--- src/rtl/fetch_pkg.sv ---
// ============================================================================
// Module   : fetch_pkg
// Purpose  : Shared line geometry, request-FSM state type and line helper.
// Revision : 1.0
// ============================================================================
`default_nettype none

package fetch_pkg;

  localparam int LINE_BYTES = 16;
  localparam int LINE_BITS  = 128;

  typedef enum logic [1:0] {
    ST_IDLE = 2'd0,
    ST_REQ  = 2'd1,
    ST_WAIT = 2'd2,
    ST_DROP = 2'd3
  } pf_state_t;

  // Callers narrow the result back to their own address width.
  function automatic logic [63:0] line_base(input logic [63:0] addr);
    return addr & ~64'(LINE_BYTES - 1);
  endfunction

endpackage

`default_nettype wire

--- src/rtl/fetch_prefetch_buf_if.sv ---
// ============================================================================
// Module   : fetch_prefetch_buf_if
// Purpose  : I-cache request/response, redirect, consume and window signals.
// Revision : 1.0
// ============================================================================
`default_nettype none

interface fetch_prefetch_buf_if
  import fetch_pkg::*;
#(
  parameter int ADDR_W = 32
);

  logic                 ic_req;
  logic [ADDR_W-1:0]    ic_addr;
  logic                 ic_ready;
  logic                 ic_rvalid;
  logic [LINE_BITS-1:0] ic_rdata;
  logic                 redirect;
  logic [ADDR_W-1:0]    redirect_eip;
  logic                 fe_consume;
  logic [3:0]           fe_len;
  logic                 pf_valid;
  logic [ADDR_W-1:0]    pf_eip;
  logic [LINE_BITS-1:0] pf_instr;

  modport master (
    output ic_req, ic_addr, pf_valid, pf_eip, pf_instr,
    input  ic_ready, ic_rvalid, ic_rdata, redirect, redirect_eip, fe_consume, fe_len
  );

  modport slave (
    input  ic_req, ic_addr, pf_valid, pf_eip, pf_instr,
    output ic_ready, ic_rvalid, ic_rdata, redirect, redirect_eip, fe_consume, fe_len
  );

endinterface

`default_nettype wire

--- src/rtl/fetch_byte_rotator.sv ---
// ============================================================================
// Module   : fetch_byte_rotator
// Purpose  : Selects the 16-byte window starting at byte i_off of {L1,L0}.
// Revision : 1.0
// ============================================================================
`default_nettype none

module fetch_byte_rotator
  import fetch_pkg::*;
(
  input  wire logic [2*LINE_BITS-1:0] i_lines,
  input  wire logic [3:0]             i_off,
  output logic      [LINE_BITS-1:0]   o_window
);

  assign o_window = LINE_BITS'(i_lines >> {i_off, 3'b000});

endmodule

`default_nettype wire

--- src/rtl/fetch_prefetch_buf.sv ---
// ============================================================================
// Module   : fetch_prefetch_buf
// Purpose  : Two-line instruction prefetch buffer feeding a byte-aligned window.
// Revision : 1.0
// ============================================================================
`default_nettype none

module fetch_prefetch_buf
  import fetch_pkg::*;
#(
  parameter int                ADDR_W    = 32,
  parameter logic [ADDR_W-1:0] RESET_EIP = '0
)(
  input  wire logic            clk,
  input  wire logic            reset_n,
  fetch_prefetch_buf_if.master bus
);

  pf_state_t            r_state;
  logic [LINE_BITS-1:0] r_l0, r_l1, w_l0_s, w_window;
  logic                 r_v0, r_v1, w_v0_s, w_v1_s;
  logic [ADDR_W-1:0]    r_eip, r_next_line, r_ic_addr, w_redir_line, w_req_line;
  logic                 r_ic_req;
  logic [3:0]           w_off;
  logic                 w_pf_valid, w_consume, w_cross, w_fill, w_fill_l0, w_fill_l1;

  assign w_off        = r_eip[3:0];
  assign w_pf_valid   = r_v0 & ((w_off == 4'd0) | r_v1);
  assign w_consume    = bus.fe_consume & w_pf_valid & (bus.fe_len != 4'd0) & ~bus.redirect;
  assign w_cross      = w_consume & (({1'b0, w_off} + {1'b0, bus.fe_len}) >= 5'd16);
  assign w_redir_line = ADDR_W'(line_base(64'(bus.redirect_eip)));
  assign w_req_line   = bus.redirect ? w_redir_line : r_next_line;

  // Slot state after this cycle's shift/redirect, before any fill lands.
  assign w_l0_s = w_cross ? r_l1 : r_l0;
  assign w_v0_s = bus.redirect ? 1'b0 : (w_cross ? r_v1 : r_v0);
  assign w_v1_s = bus.redirect ? 1'b0 : (w_cross ? 1'b0 : r_v1);

  assign w_fill    = (r_state == ST_WAIT) & bus.ic_rvalid & ~bus.redirect;
  assign w_fill_l0 = w_fill & ~w_v0_s;
  assign w_fill_l1 = w_fill & w_v0_s;

  fetch_byte_rotator u_rot (
    .i_lines  ({r_l1, r_l0}),
    .i_off    (w_off),
    .o_window (w_window)
  );

  assign bus.ic_req   = r_ic_req;
  assign bus.ic_addr  = r_ic_addr;
  assign bus.pf_valid = w_pf_valid;
  assign bus.pf_eip   = r_eip;
  assign bus.pf_instr = w_pf_valid ? w_window : '0;

  always_ff @(posedge clk) begin
    r_l0 <= w_fill_l0 ? bus.ic_rdata : w_l0_s;
    r_l1 <= w_fill_l1 ? bus.ic_rdata : r_l1;
  end

  always_ff @(posedge clk or negedge reset_n) begin
    if (!reset_n) begin
      r_state     <= ST_IDLE;
      r_v0        <= 1'b0;
      r_v1        <= 1'b0;
      r_eip       <= RESET_EIP;
      r_next_line <= ADDR_W'(line_base(64'(RESET_EIP)));
      r_ic_req    <= 1'b0;
      r_ic_addr   <= '0;
    end else begin
      r_v0 <= w_v0_s | w_fill_l0;
      r_v1 <= w_v1_s | w_fill_l1;

      if (bus.redirect) begin
        r_eip       <= bus.redirect_eip;
        r_next_line <= w_redir_line;
      end else if (w_consume) begin
        r_eip <= r_eip + ADDR_W'(bus.fe_len);
      end

      case (r_state)
        ST_IDLE: begin
          if (!w_v0_s || !w_v1_s) begin
            r_ic_req    <= 1'b1;
            r_ic_addr   <= w_req_line;
            r_next_line <= w_req_line + ADDR_W'(LINE_BYTES);
            r_state     <= ST_REQ;
          end
        end
        ST_REQ: begin
          // A request accepted in the redirect cycle still owes a response.
          if (bus.redirect) begin
            r_ic_req <= 1'b0;
            r_state  <= bus.ic_ready ? ST_DROP : ST_IDLE;
          end else if (bus.ic_ready) begin
            r_ic_req <= 1'b0;
            r_state  <= ST_WAIT;
          end
        end
        ST_WAIT: begin
          if (bus.redirect) begin
            r_state <= bus.ic_rvalid ? ST_IDLE : ST_DROP;
          end else if (bus.ic_rvalid) begin
            r_state <= ST_IDLE;
          end
        end
        ST_DROP: begin
          if (bus.ic_rvalid) begin
            r_state <= ST_IDLE;
          end
        end
        default: r_state <= ST_IDLE;
      endcase
    end
  end

endmodule

`default_nettype wire

--- src/flat_wrapper.sv ---
// flat-port wrapper written by rule: the top's interface ports become plain ports
module fetch_prefetch_buf_flat import fetch_pkg::*;
#(
  parameter int                ADDR_W    = 32,
  parameter logic [ADDR_W-1:0] RESET_EIP = '0
)
  (clk, reset_n, bus_ic_req, bus_ic_addr, bus_pf_valid, bus_pf_eip, bus_pf_instr, bus_ic_ready, bus_ic_rvalid, bus_ic_rdata, bus_redirect, bus_redirect_eip, bus_fe_consume, bus_fe_len);
  fetch_prefetch_buf_if #(.ADDR_W(ADDR_W)) bus_i ();
  input  wire logic clk;
  input  wire logic reset_n;
  output wire logic [$bits(bus_i.ic_req)-1:0] bus_ic_req;
  output wire logic [$bits(bus_i.ic_addr)-1:0] bus_ic_addr;
  output wire logic [$bits(bus_i.pf_valid)-1:0] bus_pf_valid;
  output wire logic [$bits(bus_i.pf_eip)-1:0] bus_pf_eip;
  output wire logic [$bits(bus_i.pf_instr)-1:0] bus_pf_instr;
  input wire logic [$bits(bus_i.ic_ready)-1:0] bus_ic_ready;
  input wire logic [$bits(bus_i.ic_rvalid)-1:0] bus_ic_rvalid;
  input wire logic [$bits(bus_i.ic_rdata)-1:0] bus_ic_rdata;
  input wire logic [$bits(bus_i.redirect)-1:0] bus_redirect;
  input wire logic [$bits(bus_i.redirect_eip)-1:0] bus_redirect_eip;
  input wire logic [$bits(bus_i.fe_consume)-1:0] bus_fe_consume;
  input wire logic [$bits(bus_i.fe_len)-1:0] bus_fe_len;
  assign bus_ic_req = bus_i.ic_req;
  assign bus_ic_addr = bus_i.ic_addr;
  assign bus_pf_valid = bus_i.pf_valid;
  assign bus_pf_eip = bus_i.pf_eip;
  assign bus_pf_instr = bus_i.pf_instr;
  assign bus_i.ic_ready = bus_ic_ready;
  assign bus_i.ic_rvalid = bus_ic_rvalid;
  assign bus_i.ic_rdata = bus_ic_rdata;
  assign bus_i.redirect = bus_redirect;
  assign bus_i.redirect_eip = bus_redirect_eip;
  assign bus_i.fe_consume = bus_fe_consume;
  assign bus_i.fe_len = bus_fe_len;
  fetch_prefetch_buf #(.ADDR_W(ADDR_W), .RESET_EIP(RESET_EIP)) u_core (.clk(clk), .reset_n(reset_n), .bus(bus_i));
endmodule
--- config.mk ---
export PLATFORM = sky130hd
export DESIGN_NAME = fetch_prefetch_buf_flat
export DESIGN_NICKNAME = d
export VERILOG_FILES = /design/src/rtl/fetch_pkg.sv /design/src/rtl/fetch_prefetch_buf_if.sv /design/src/rtl/fetch_byte_rotator.sv /design/src/rtl/fetch_prefetch_buf.sv /design/src/flat_wrapper.sv
export SDC_FILE = /design/constraint.sdc
export NUM_CORES = 1
export LEC_CHECK = 0
export CAP_MARGIN = 20
export CORE_ASPECT_RATIO = 1.75
export CORE_MARGIN = 5
export CORE_UTILIZATION = 46
export CTS_CLUSTER_SIZE = 24
export DETAILED_ROUTE_END_ITERATION = 7
export PLACE_DENSITY_LB_ADDON = 0.2
export SYNTH_ARGS = -nofsm -noshare
export SYNTH_HDL_FRONTEND = slang
export SYNTH_SLANG_ARGS = --single-unit
--- constraint.sdc ---
create_clock -name clk -period 12.3 [get_ports clk]
set_input_delay 1.23 -clock clk [delete_from_list [all_inputs] [get_ports clk]]
set_output_delay 1.23 -clock clk [all_outputs]
set_load 0.02 [all_outputs]
==> flow_summary.ini, run 1 <==
[power]
switching_share = 0.337
combinationalPowerShare = 0.289
power_frac_seq = 0.399
lkg_pwr_uw = 0.0101
power_report.internal_total_uw = 2520
power.ir.vdd_worst_uv = 138
power.density_cell_area_nw_per_um2 = 134
clock_power_share = 0.312
net-switching-power_uw = 1280

[route]
drt_iter0_markers = 2072
total_detailed_routing_wirelength_mm = 102
detail-route-antenna-nets = 0
dr_wl_met3_mm = 7.75
viasPerCell = 6.47
drt_drc_violations_left = 0
route.met2.wl_mm = 48.6
wirelength_per_cell_um = 33.9
drt_pass1_iterations = 6
highest-signal-layer = met5
detail_route.wirelength.met1_mm = 34.2
vias = 19500

[synthesis]
postSynthCellCount = 2068
dominant_combinational_cell_family_by_area_after_synthesis = multiplexers
synth.net_count = 2244
synthesis.yosys.warnings = 0
synth_xor_xnor_area_share = 0.0219
edff_count_synth = 256
dominantRegCellSynth = edfxtp_1
netlist_area_um2 = 23200
postSynthRegisterBits = 357
synth.yosys.seq_area_share = 0.440
synth_adder_area_share = 0.00356
synth.lib_cells_used.distinct = 60
synth_compound_area_frac = 0.128
synth_simple_gate_area_share = 0.117
yosys-mux-area-fraction = 0.253
synth_async_sr_flop_share = 0.283
postSynthAreaPerCell_um2 = 11.2

[setup_path]
path_cells = inv_4 -> buf_4 -> nand2_1 -> o221ai_1 -> a21oi_1 -> a211oi_1 -> clkdlybuf4s50_1
timing_worst_setup_path_type = reg -> out
kind_of_cell_with_the_highest_combined_delay_on_the_critical_path = buffers and inverters
stage_delay_of_the_slowest_cell_on_the_critical_path_ns = 1.09
crit_path_end_kind = primary output
crit_buf_inv = 3
worst_path_max_delay_cell = o221ai_1
reg2reg_setup_slack_ns = 7.33
worstPathArrival_ns = 5.10
timing.critical_path.from_type = flip-flop
required_ns = 11.07
timing.critical_path.fanout_max = 52

[floorplanning]
die_area_um2 = 55300
initial_utilization = 0.462
placementRows = 109
io_pins = 364
die-height_um = 307
placeableCoreArea_um2 = 50300
die_w_um = 180

[sta]
final_hold_viol_count = 0
setup-tns-final_ns = 0
max_freq_mhz = 158
slew_violations = 0
slew_headroom = 0.166
timing.final.crit_period_ns = 6.33
worst_pin_slew_ns = 1.24
timing.clock.skew_ns = 0.0267
min_period_over_period = 0.515
unrepaired_setup_endpoints_after_global_routing = no
number_of_endpoints_failing_setup_at_the_final_stage = 0

[placement]
detailed_place.area_um2 = 27200
number_of_port_buffers = 363
dp.final_hpwl_mm = 78.2
place_congestion = 1.10

[layout]
seq_area_um2 = 10200
utilization = 0.566
fillers = 4293
area_of_combinational_cells_with_multiple_inputs_um2 = 12200
layout_commonest_cell = clkdlybuf4s50_1
syn2layout_area_growth_pct = 22.6
drive_above_1_share = 0.166
mostFrequentLayoutCells = 361 x clkdlybuf4s50_1, 256 x edfxtp_1, 206 x nand2_1
design.final.nets = 2495
finalInstanceArea_um2 = 28500

[clock_network]
clk_pin_slew_ns = 0.07
numClockSinks = 357
cts_resized = 0
cts_htree_levels = 2
hold_buffers = 0
cts_tree = done
cts_inserted_buffers = 38
cts-root-to-sink-buffers = 3
clock_latency_ns = 0.56
cts_setup_buffers = 0
clock_root_buffer = clkbuf_16

[global_routing]
pin_count_of_the_biggest_net_entering_global_routing = 126
grt_usage = 0.358
first_global_vias = 19800
global_route.overflow_total = 0
grt_antenna_before_repair = 3
grt_pass1_wl_mm = 144

[run]
maxCapViolations = 0

[hold_path]
timing.hold.worst.class = reg -> reg

[run_status]
run_status = finished, final reports clean
sequential cells by signal, summed over array words and instances (netlist names):
name / flops
u_core.r_l1: 128
u_core.bus.ic_req: 1
u_core.r_next_line: 32
u_core.r_v1: 1
u_core.r_l0: 128
u_core.bus.ic_addr: 32
u_core.r_v0: 1
u_core.r_state: 2
u_core.bus.pf_eip: 32
through the flow:
| step | power, µW | instances | hold WS (ns) | setup WS [ns] |
|---|---|---|---|---|
| floorplan | 2170 | 2068 | 0.469 | 2.89 |
| global placement | 2610 | 2945 | 0.474 | 6.85 |
| detailed placement | 2620 | 2945 | 0.474 | 6.74 |
| CTS | 3810 | 3015 | 0.494 | 6.27 |
| global route | 3950 | 3015 | 0.525 | 5.87 |
| finish | 3810 | 3018 | 0.493 | 5.97 |
power by group through the flow:
stage / clock, µW / combinational [µW] / sequential (µW)
after floorplan: 0 / 608 / 1560
after global placement: 0 / 1070 / 1540
after detailed placement: 0 / 1080 / 1540
after CTS: 1200 / 1090 / 1520
after global routing: 1250 / 1170 / 1530
final: 1190 / 1100 / 1520
synth_stat cells, drive strengths merged (3+ instances only):
| cell | instances | area, µm² |
|---|---|---|
| a211oi | 144 | 1080 |
| a21oi | 87 | 435 |
| a221oi | 16 | 140 |
| a311oi | 16 | 140 |
| a31oi | 21 | 131 |
| and2 | 81 | 507 |
| and3 | 25 | 156 |
| and4 | 6 | 52.6 |
| buf | 71 | 374 |
| clkbuf | 112 | 420 |
| dfrtp | 101 | 2530 |
| edfxtp | 256 | 7690 |
| ha | 5 | 62.6 |
| inv | 16 | 60.1 |
| mux2 | 187 | 2110 |
| mux2i | 202 | 2020 |
| mux4 | 78 | 1760 |
| nand2 | 206 | 773 |
| nand2b | 6 | 37.5 |
| nand3 | 19 | 105 |
| nand4 | 6 | 52.6 |
| nand4b | 3 | 26.3 |
| nor2 | 100 | 375 |
| nor2b | 40 | 250 |
| nor3 | 29 | 155 |
| o21ai | 75 | 375 |
| o221ai | 17 | 149 |
| o311a | 18 | 180 |
| o311ai | 18 | 158 |
| or2 | 18 | 113 |
| or3 | 3 | 18.8 |
| xnor2 | 38 | 333 |
| xor2 | 20 | 175 |
worst register-to-register path: stages, from the launching register on:
cell and delay (ns):
dfrtp_4 0.97, ha_1 0.32, inv_1 0.07, fa_1 0.40, nor2b_1 0.20, o22a_1 0.20
and2_1 0.27, a21oi_1 0.20, nor2_4 0.77, buf_4 0.83, mux2_2 0.48
final timing paths:
check                                             from                     end  depth (start not counted)
worst min-delay path            u_core.bus.ic_addr[29]  u_core.bus.ic_addr[29]                          2
worst max-delay path              u_core.bus.pf_eip[2]        bus_pf_instr[12]                          7
worst min register to register  u_core.bus.ic_addr[29]  u_core.bus.ic_addr[29]                          2
worst max register to register    u_core.bus.pf_eip[0]        u_core.r_l0[123]                         10
max in group asynchronous                      reset_n   u_core.r_next_line[2]                          2
min in group asynchronous                      reset_n   u_core.bus.ic_addr[8]                          1
layout make-up:
cell class | instances | share of cell area
Timing Repair Buffer | 394 | 0.136
Clock buffer | 46 | 0.0359
Antenna cell | 3 | 0.000264
Inverter | 16 | 0.00224
Multi-Input combinational cell | 1512 | 0.429
Tap cell | 666 | 0.0293
Sequential cell | 357 | 0.359
Clock inverter | 24 | 0.00839
routing by layer:
layer / vias to the layer above / global-route usage
met1: 9711 / 0.386
met3: 297 / 0.0728
met4: 2 / 0.311
li1: 8409 / -
met5: - / 0
met2: 1095 / 0.597
logic make-up after synthesis:
logic type	after synthesis
AOI/OAI and AO/OA	431
xor gates and xnor gates	58
adders and majority gates	6
buffers and inverters	199
DFF	357
muxes	467
and+or+nand+nor	550
(Power assumes the default switching activity.)
==> run 2: changes to the inputs <==
clock period = 5.6 ns   (was 12.3 ns; I/O delays follow)
==> run 2 against run 1 <==
Against the previous run:
- flip-flop and latch count stayed put
- total power grew 120%
- wire length up 3.7%
- register-to-register slack worse by 5.9 ns
- final cell count grew 0.53%
- via count rose by 1.3%
- largest power group unchanged
- core utilization up 0.53 points
- clock skew fell by 0.0099 ns
==> flow_summary.ini, run 2 (synthesis gave the netlist of run 1 again) <==
[run_status]
run_status = finished, final reports clean

[setup_path]
crit_path_end_kind = primary output
timing.rr.start = u_core.bus.pf_eip[1]
timing_worst_setup_path_type = reg -> out
required_ns = 5.04
stage_delay_of_the_slowest_cell_on_the_critical_path_ns = 0.94
crit_buf_inv = 2
launching_element_of_the_worst_setup_path = u_core.bus.pf_eip[0]
worstPathArrival_ns = 4.40
worst_path_max_delay_cell = mux2i_1
path_cells = buf_12 -> mux2i_1 -> mux2i_1 -> and2_1 -> a311oi_1 -> a211oi_1 -> clkdlybuf4s50_1
timing.critical_path.from_type = flip-flop
critical_path.most_common_cell = mux2i_1
kind_of_cell_with_the_highest_combined_delay_on_the_critical_path = buffers and inverters
timing.critical_path.fanout_max = 79

[route]
drt_iter0_markers = 2031
wirelength_per_cell_um = 34.9
drt_pass1_iterations = 8
vias = 19800
drt_drc_violations_left = 0
viasPerCell = 6.51
total_detailed_routing_wirelength_mm = 106
detail-route-antenna-nets = 0

[layout]
layout_commonest_cell = clkdlybuf4s50_1
drive_above_1_share = 0.172
largest_registers = u_core.r_l0: 128 flops, u_core.r_l1: 128 flops
mostFrequentLayoutCells = 361 x clkdlybuf4s50_1, 256 x edfxtp_1, 206 x nand2_1
design.final.nets = 2516
syn2layout_area_growth_pct = 23.7
finalInstanceArea_um2 = 28700

[placement]
place_congestion = 1.07
dp.final_hpwl_mm = 81.5
number_of_port_buffers = 363
place_ws_ns = 1.29
detailed_place.area_um2 = 27500

[global_routing]
global_route.overflow_total = 0
grt.met3_usage = 0.0801
groute.layer.met2.usage = 0.627
pin_count_of_the_biggest_net_entering_global_routing = 129
grt_antenna_before_repair = 2
grt_pass1_wl_mm = 149
grt_usage = 0.372
first_global_vias = 20200
global_routing_s_busiest_layer = met2
grt.met1_usage = 0.394

[clock_network]
clock_latency_ns = 0.54
clk_pin_slew_ns = 0.06
cts-root-to-sink-buffers = 3
clock_root_buffer = clkbuf_16
numClockSinks = 357
cts_htree_levels = 2
cts_inserted_buffers = 37
cts_tree = done

[sta]
final.setup.worst_slack_ns = 0.638
worst_pin_slew_ns = 1.18
max_freq_mhz = 202
number_of_endpoints_failing_setup_at_the_final_stage = 0
slew_headroom = 0.187
fin_worst_hold_slack_ns = 0.490
final_hold_viol_count = 0
slew_violations = 0
timing.clock.skew_ns = 0.0168
timing.final.crit_period_ns = 4.96
setup-tns-final_ns = 0
min_period_over_period = 0.886
unrepaired_setup_endpoints_after_global_routing = no

[power]
total_power_uw = 8500
power.density_cell_area_nw_per_um2 = 296
switching_share = 0.337
clock_power_share = 0.308
power_report.internal_total_uw = 5640
power.ir.vdd_worst_uv = 341
power_frac_seq = 0.391
lkg_pwr_uw = 0.0102
combinationalPowerShare = 0.300
net-switching-power_uw = 2870

[floorplanning]
placementRows = 109
io_pins = 364
die-height_um = 307
initial_utilization = 0.462
die_w_um = 180
placeableCoreArea_um2 = 50300
die_area_um2 = 55300

[hold_path]
timing.hold.worst.class = reg -> reg
hold_path_startpoint = u_core.bus.ic_addr[5]

[run]
maxCapViolations = 0
[run 2: changes by cell type in the layout (fill, tap and decap cells not counted), moves of 3 or more]
cell / change
clkinv_2: -4
clkbuf_1: +3
buf_4: +10
buf_12: +10
[run 2: path summary, 6_finish.rpt]
path / slack, ns / depth (start not counted) / endpoint
worst max-delay path: 0.64 / 7 / bus_pf_instr[121]
worst min-delay path: 0.49 / 2 / u_core.bus.ic_addr[5]
worst max register to register: 1.41 / 9 / u_core.r_l0[125]
worst min register to register: 0.49 / 2 / u_core.bus.ic_addr[5]
max in group asynchronous: 3.78 / 3 / u_core.bus.pf_eip[0]
min in group asynchronous: 0.51 / 2 / u_core.bus.ic_addr[5]
[run 2: routing by layer]
layer | wire (µm) | vias to the layer above
li1 | - | 8446
met1 | 34500 | 9737
met2 | 50800 | 1209
met3 | 8450 | 368
met4 | 12200 | 0
met5 | 0 | -
[run 2: worst reg2reg max path, stage by stage, from the launching register on]
cell and delay [ns]:
dfrtp_4 0.48, clkinv_2 0.46, fa_1 0.63, nor2b_1 0.18, o22a_1 0.20, and2_1 0.26, a21oi_1 0.20, nor2_4 0.80
buf_12 0.34, mux2_2 0.37
[run 2: metrics by stage]
stage | cells | util
2_1_floorplan | 2068 | -
3_3_place_gp | 2964 | 0.546
3_5_place_dp | 2965 | 0.546
4_1_cts | 3032 | 0.571
5_1_grt | 3033 | 0.571
6_report | 3034 | 0.571
[run 2: timing repair]
item / CTS / global route
setup buffers: 0 / 0
hold buffers: 1 / 0
gates resized for setup: 0 / 0
endpoints found under the setup margin: 0 / 0
hold endpoints to repair: 32 / 0
[run 2: power by group through the flow]
stage                     Sequential, µW  Combinational (µW)  Clock (µW)
final                               3330                2550        2620
after global routing                3350                2700        2760
after CTS                           3320                2520        2650
after detailed placement            3360                2500           0
after global placement              3360                2470           0
after floorplan                     3410                1340           0
[run 2: layout make-up]
class / instances / area [µm²]
fill: 4207 / 21600
timing repair buffer: 416 / 4170
clock buffer: 49 / 1010
inverter: 16 / 63.8
antenna: 1 / 2.50
clock inverter: 17 / 230
multi-input combinational: 1512 / 12200
sequential: 357 / 10200
tap: 666 / 833
==> variant 1, RTL diff (settings of run 2) <==
`ADDR_W` is set to 32 in 3 places; all go to 36.
--- a/src/rtl/fetch_prefetch_buf_if.sv
+++ b/src/rtl/fetch_prefetch_buf_if.sv
@@ -10,3 +10,3 @@
 #(
-  parameter int ADDR_W = 32
+  parameter int ADDR_W = 36
 );
--- a/src/rtl/fetch_prefetch_buf.sv
+++ b/src/rtl/fetch_prefetch_buf.sv
@@ -10,3 +10,3 @@
 #(
-  parameter int                ADDR_W    = 32,
+  parameter int                ADDR_W    = 36,
   parameter logic [ADDR_W-1:0] RESET_EIP = '0
--- a/src/flat_wrapper.sv
+++ b/src/flat_wrapper.sv
@@ -3,3 +3,3 @@
 #(
-  parameter int                ADDR_W    = 32,
+  parameter int                ADDR_W    = 36,
   parameter logic [ADDR_W-1:0] RESET_EIP = '0
Ports: changed (resized bus_ic_addr, bus_pf_eip and bus_redirect_eip); port bits go from 364 to 376. The function was not compared with the original's and may differ.
==> variant 1 against run 2 <==
- worst setup slack better by 0.49 ns
- synthesized area up 6.6%
- final area up 5.3%
- register-to-register slack better by 0.30 ns
- first-iteration DRC count down 29%
- power up 0.11%
- wire length down 28%
- sequential cell count up 12
==> variant 1: results <==
export IMPL_min_path_type="input port to asynchronous set/reset pin"
export IMPL_clock_skew_ns=0.0188
export IMPL_grt_max_degree=136
export IMPL_arrival_ns=3.91
export IMPL_synth_area_mux_share_pct=35.1
export IMPL_cp_max_fo=45
export IMPL_gp_congestion=0.950
export IMPL_ctsHoldBuffers=0
export IMPL_drt_wirelength_per_cell_um=27.4
export IMPL_antenna_found_initial=19
export IMPL_cts_buffer_depth=3
export IMPL_ir_drop_mv=0.287
export IMPL_hpwl_mm=55.6
export IMPL_cpMaxStageDelayCell="dfrtp_4"
export IMPL_crit_path_max_incr_delay_ns=0.74
export IMPL_leakagePower_uw=0.0106
export IMPL_max_slew_margin_pct=32.3
export IMPL_dr_total_vias=17645
export IMPL_cts_buffers_inserted=38
export IMPL_rr_startpoint="u_core.bus.pf_eip[2]"
export IMPL_io_buffer_count=375
export IMPL_drtIter0Drc=1437
export IMPL_ys_types=71
export IMPL_grt_pass1_wl_mm=115
export IMPL_insertion_delay_ns=0.56
export IMPL_synth_nets=1968
export IMPL_async_flop_share_pct=30.6
export IMPL_fillers=4317
export IMPL_ys_seq_area_share_pct=42.5
export IMPL_drtPass1Iterations=7
export IMPL_synthTopCellsByCount="mux4_2, edfxtp_1, nand2_1"
export IMPL_layout_nets=2253
export IMPL_synthTopCellsByArea="edfxtp_1, mux4_2, dfrtp_1, mux2_4, nor2b_1"
export IMPL_status="completed"
export IMPL_synth_xor_area_share_pct=2.23
export IMPL_layout_drive_gt1_share_pct=24.3
export IMPL_synth_compound_area_share_pct=6.39
export IMPL_track_usage_pct=25.7
export IMPL_synthAdderAreaFrac_pct=0.334
==> variant 1: layout make-up <==
class	instances	area [µm²]	area share (%)
Antenna cell	6	15.0	0.0496
Clock buffer	47	1070	3.52
Clock inverter	21	166	0.550
Inverter	10	37.5	0.124
Multi-Input combinational cell	1255	13600	44.8
Sequential cell	369	10500	34.8
Tap cell	684	856	2.83
Timing Repair Buffer	399	4010	13.3
==> variant 1: logic make-up (layout without fill, tap and decap cells) <==
logic type | Yosys count | count (layout)
buf+inv | 164 | 477
flops | 369 | 369
mux | 474 | 474
xor+xnor | 63 | 63
fa+ha+maj | 6 | 6
compound gates | 246 | 246
other cells | 0 | 6
simple gates | 466 | 466
==> variant 1: power by group <==
group | internal, µW | leakage, µW | switching, µW
clock network | 1450 | 0.000617 | 1120
logic | 1250 | 0.00625 | 1250
registers | 3190 | 0.00369 | 247
total | 5890 | 0.0106 | 2620
==> variant 1: per-layer routing <==
metal | track usage [%] | part of all wire (%)
met3 | 6.07 | 8.9
met4 | 8.85 | 3.7
met5 | 0 | 0.15
met2 | 42.1 | 49
met1 | 33.7 | 38
==> variant 1: worst paths after layout <==
check / to / slack, ns / cells after the start
setup / recovery: bus_pf_instr[113] / 1.13 / 5
hold / removal: u_core.bus.ic_addr[33] / 0.03 / 1
setup reg to reg: u_core.r_l0[11] / 1.71 / 8
hold reg to reg: u_core.bus.ic_addr[8] / 0.48 / 2
max in group asynchronous: u_core.bus.ic_addr[8] / 4.24 / 2
min in group clk: u_core.bus.ic_addr[8] / 0.48 / 2
==> variant 1: through the flow <==
step           utilization, %  setup slack [ns]  hold slack, ns  cells  cell area [µm²]
2_1_floorplan               -            0.0261           0.264   1788            24800
3_3_place_gp             54.3              1.65           0.459   2716            29000
3_5_place_dp             54.3              1.58           0.465   2717            29000
4_1_cts                  56.6              1.06          0.0243   2785            30200
5_1_grt                  56.6             0.918          0.0624   2787            30200
6_report                 56.7              1.13          0.0301   2791            30200
==> variant 2, RTL diff (settings of run 2) <==
Made on the original files. Encoding of `pf_state_t`: now one-hot (4 bits for 4 states).
--- a/src/rtl/fetch_pkg.sv
+++ b/src/rtl/fetch_pkg.sv
@@ -12,7 +12,7 @@
 
-  typedef enum logic [1:0] {
-    ST_IDLE = 2'd0,
-    ST_REQ  = 2'd1,
-    ST_WAIT = 2'd2,
-    ST_DROP = 2'd3
+  typedef enum logic [3:0] {
+    ST_IDLE = 4'b0001,
+    ST_REQ  = 4'b0010,
+    ST_WAIT = 4'b0100,
+    ST_DROP = 4'b1000
   } pf_state_t;
Function: no difference found for any inputs over 4 cycles, from zero or initial values and one cycle with reset_n low; so few cycles prove little.
==> variant 2 against run 2 <==
- power decreased by 7.9%
- worst hold slack got worse by 0.46 ns
- synthesized area grew 2.2%
- worst setup slack improved by 0.17 ns
- sequential cell count increased by 2
- core utilization shrank 0.39 points
- register-to-register slack worse by 0.18 ns
- combinational power fell by 23%
- first-iteration DRC count fell by 24%
- wire length decreased by 31%
- largest power group unchanged
- sequential power decreased by 4%
- final area up 1.3%
==> variant 2: results <==
export IMPL_status="completed"
export IMPL_maxUsedRoutingLayer="met5"
export IMPL_pre_cts_ws_ns=1.24
export IMPL_min_path_type="input port to asynchronous set/reset pin"
export IMPL_cp_max_fo=103
export IMPL_clock_buffers=44
export IMPL_post_synth_top_count_cell="mux4_2"
export IMPL_arrival_ns=4.23
export IMPL_drt_wirelength_per_cell_um=27.1
export IMPL_dpl_cell_count=2622
export IMPL_grtUsageMet2_pct=40.1
export IMPL_hpwl_mm=53.2
export IMPL_inv_count=15
export IMPL_rr_startpoint="u_core.bus.pf_eip[0]"
export IMPL_wl_met2_mm=34.5
export IMPL_max_slew_margin_pct=26.6
export IMPL_dr_total_vias=17310
export IMPL_buf_share_pct=13.3
export IMPL_antenna_cells=13
export IMPL_layout_nets=2165
export IMPL_min_period_over_period_pct=85.6
export IMPL_ys_types=55
export IMPL_synthTopCellsByCount="mux4_2, edfxtp_1, nand2_1"
export IMPL_p_int_uw=5540
export IMPL_dpl_cell_area_um2=27800
export IMPL_cpMaxStageDelayCell="dfrtp_4"
export IMPL_track_usage_pct=25.4
export IMPL_synthTopCellsByArea="edfxtp_1, mux4_2, dfrtp_1, mux2_1, mux2i_1"
export IMPL_whs_ns=0.0287
export IMPL_avgSynthCellArea_um2=13.8
export IMPL_synth_nets=1896
export IMPL_layout_drive_gt1_share_pct=19.7
export IMPL_grt_pass1_wl_mm=111
export IMPL_met3_usage_pct=7.25
export IMPL_met1_usage_pct=33.7
export IMPL_r2r_slack_ns=1.23
export IMPL_drtPass1Iterations=6
export IMPL_powerSeq_uw=3190
export IMPL_antenna_found_initial=26
export IMPL_grt_max_degree=149
export IMPL_fillers=4197
export IMPL_wl_met3_mm=7.62
export IMPL_wl_met1_mm=28.2
export IMPL_area_growth_pct=22.7
export IMPL_ir_drop_mv=0.310
export IMPL_crit_path_max_incr_delay_ns=0.84
export IMPL_clock_skew_ns=0.0177
export IMPL_drtIter0Drc=1542
export IMPL_viasPerCell=6.40
export IMPL_flops_and_latches=359
export IMPL_postLayoutCoreUtil_pct=56.7
export IMPL_buffers=385
export IMPL_yosysWarningCount=0
export IMPL_seq_area_um2=10300
variant 2: cell families (layout without fill, tap and decap cells):
logic type               Yosys count  after routing  share of synthesized area, %
multiplexers                     499            499                          36.2
adder cells (fa/ha/maj)            6              6                         0.348
XOR/XNOR                          57             57                          2.10
AND/OR/NAND/NOR                  413            413                          9.30
other                              0             13                             0
flip-flops                       359            359                          43.3
AO/OA/AOI/OAI                    216            216                          5.62
buffers and inverters            170            468                          3.21
variant 2: worst max-delay path by stage:
stage                                    start                 to  slack [ns]  cells after the start
after floorplan           u_core.bus.pf_eip[1]     u_core.r_l0[0]        0.87                      9
after global placement           bus_fe_len[0]    u_core.r_l0[47]        1.28                     11
after detailed placement         bus_fe_len[0]    u_core.r_l0[23]        1.24                     11
after CTS                 u_core.bus.pf_eip[0]  bus_pf_instr[100]        0.81                      7
after global routing      u_core.bus.pf_eip[0]  bus_pf_instr[100]        0.61                      7
final                     u_core.bus.pf_eip[0]  bus_pf_instr[100]        0.81                      7
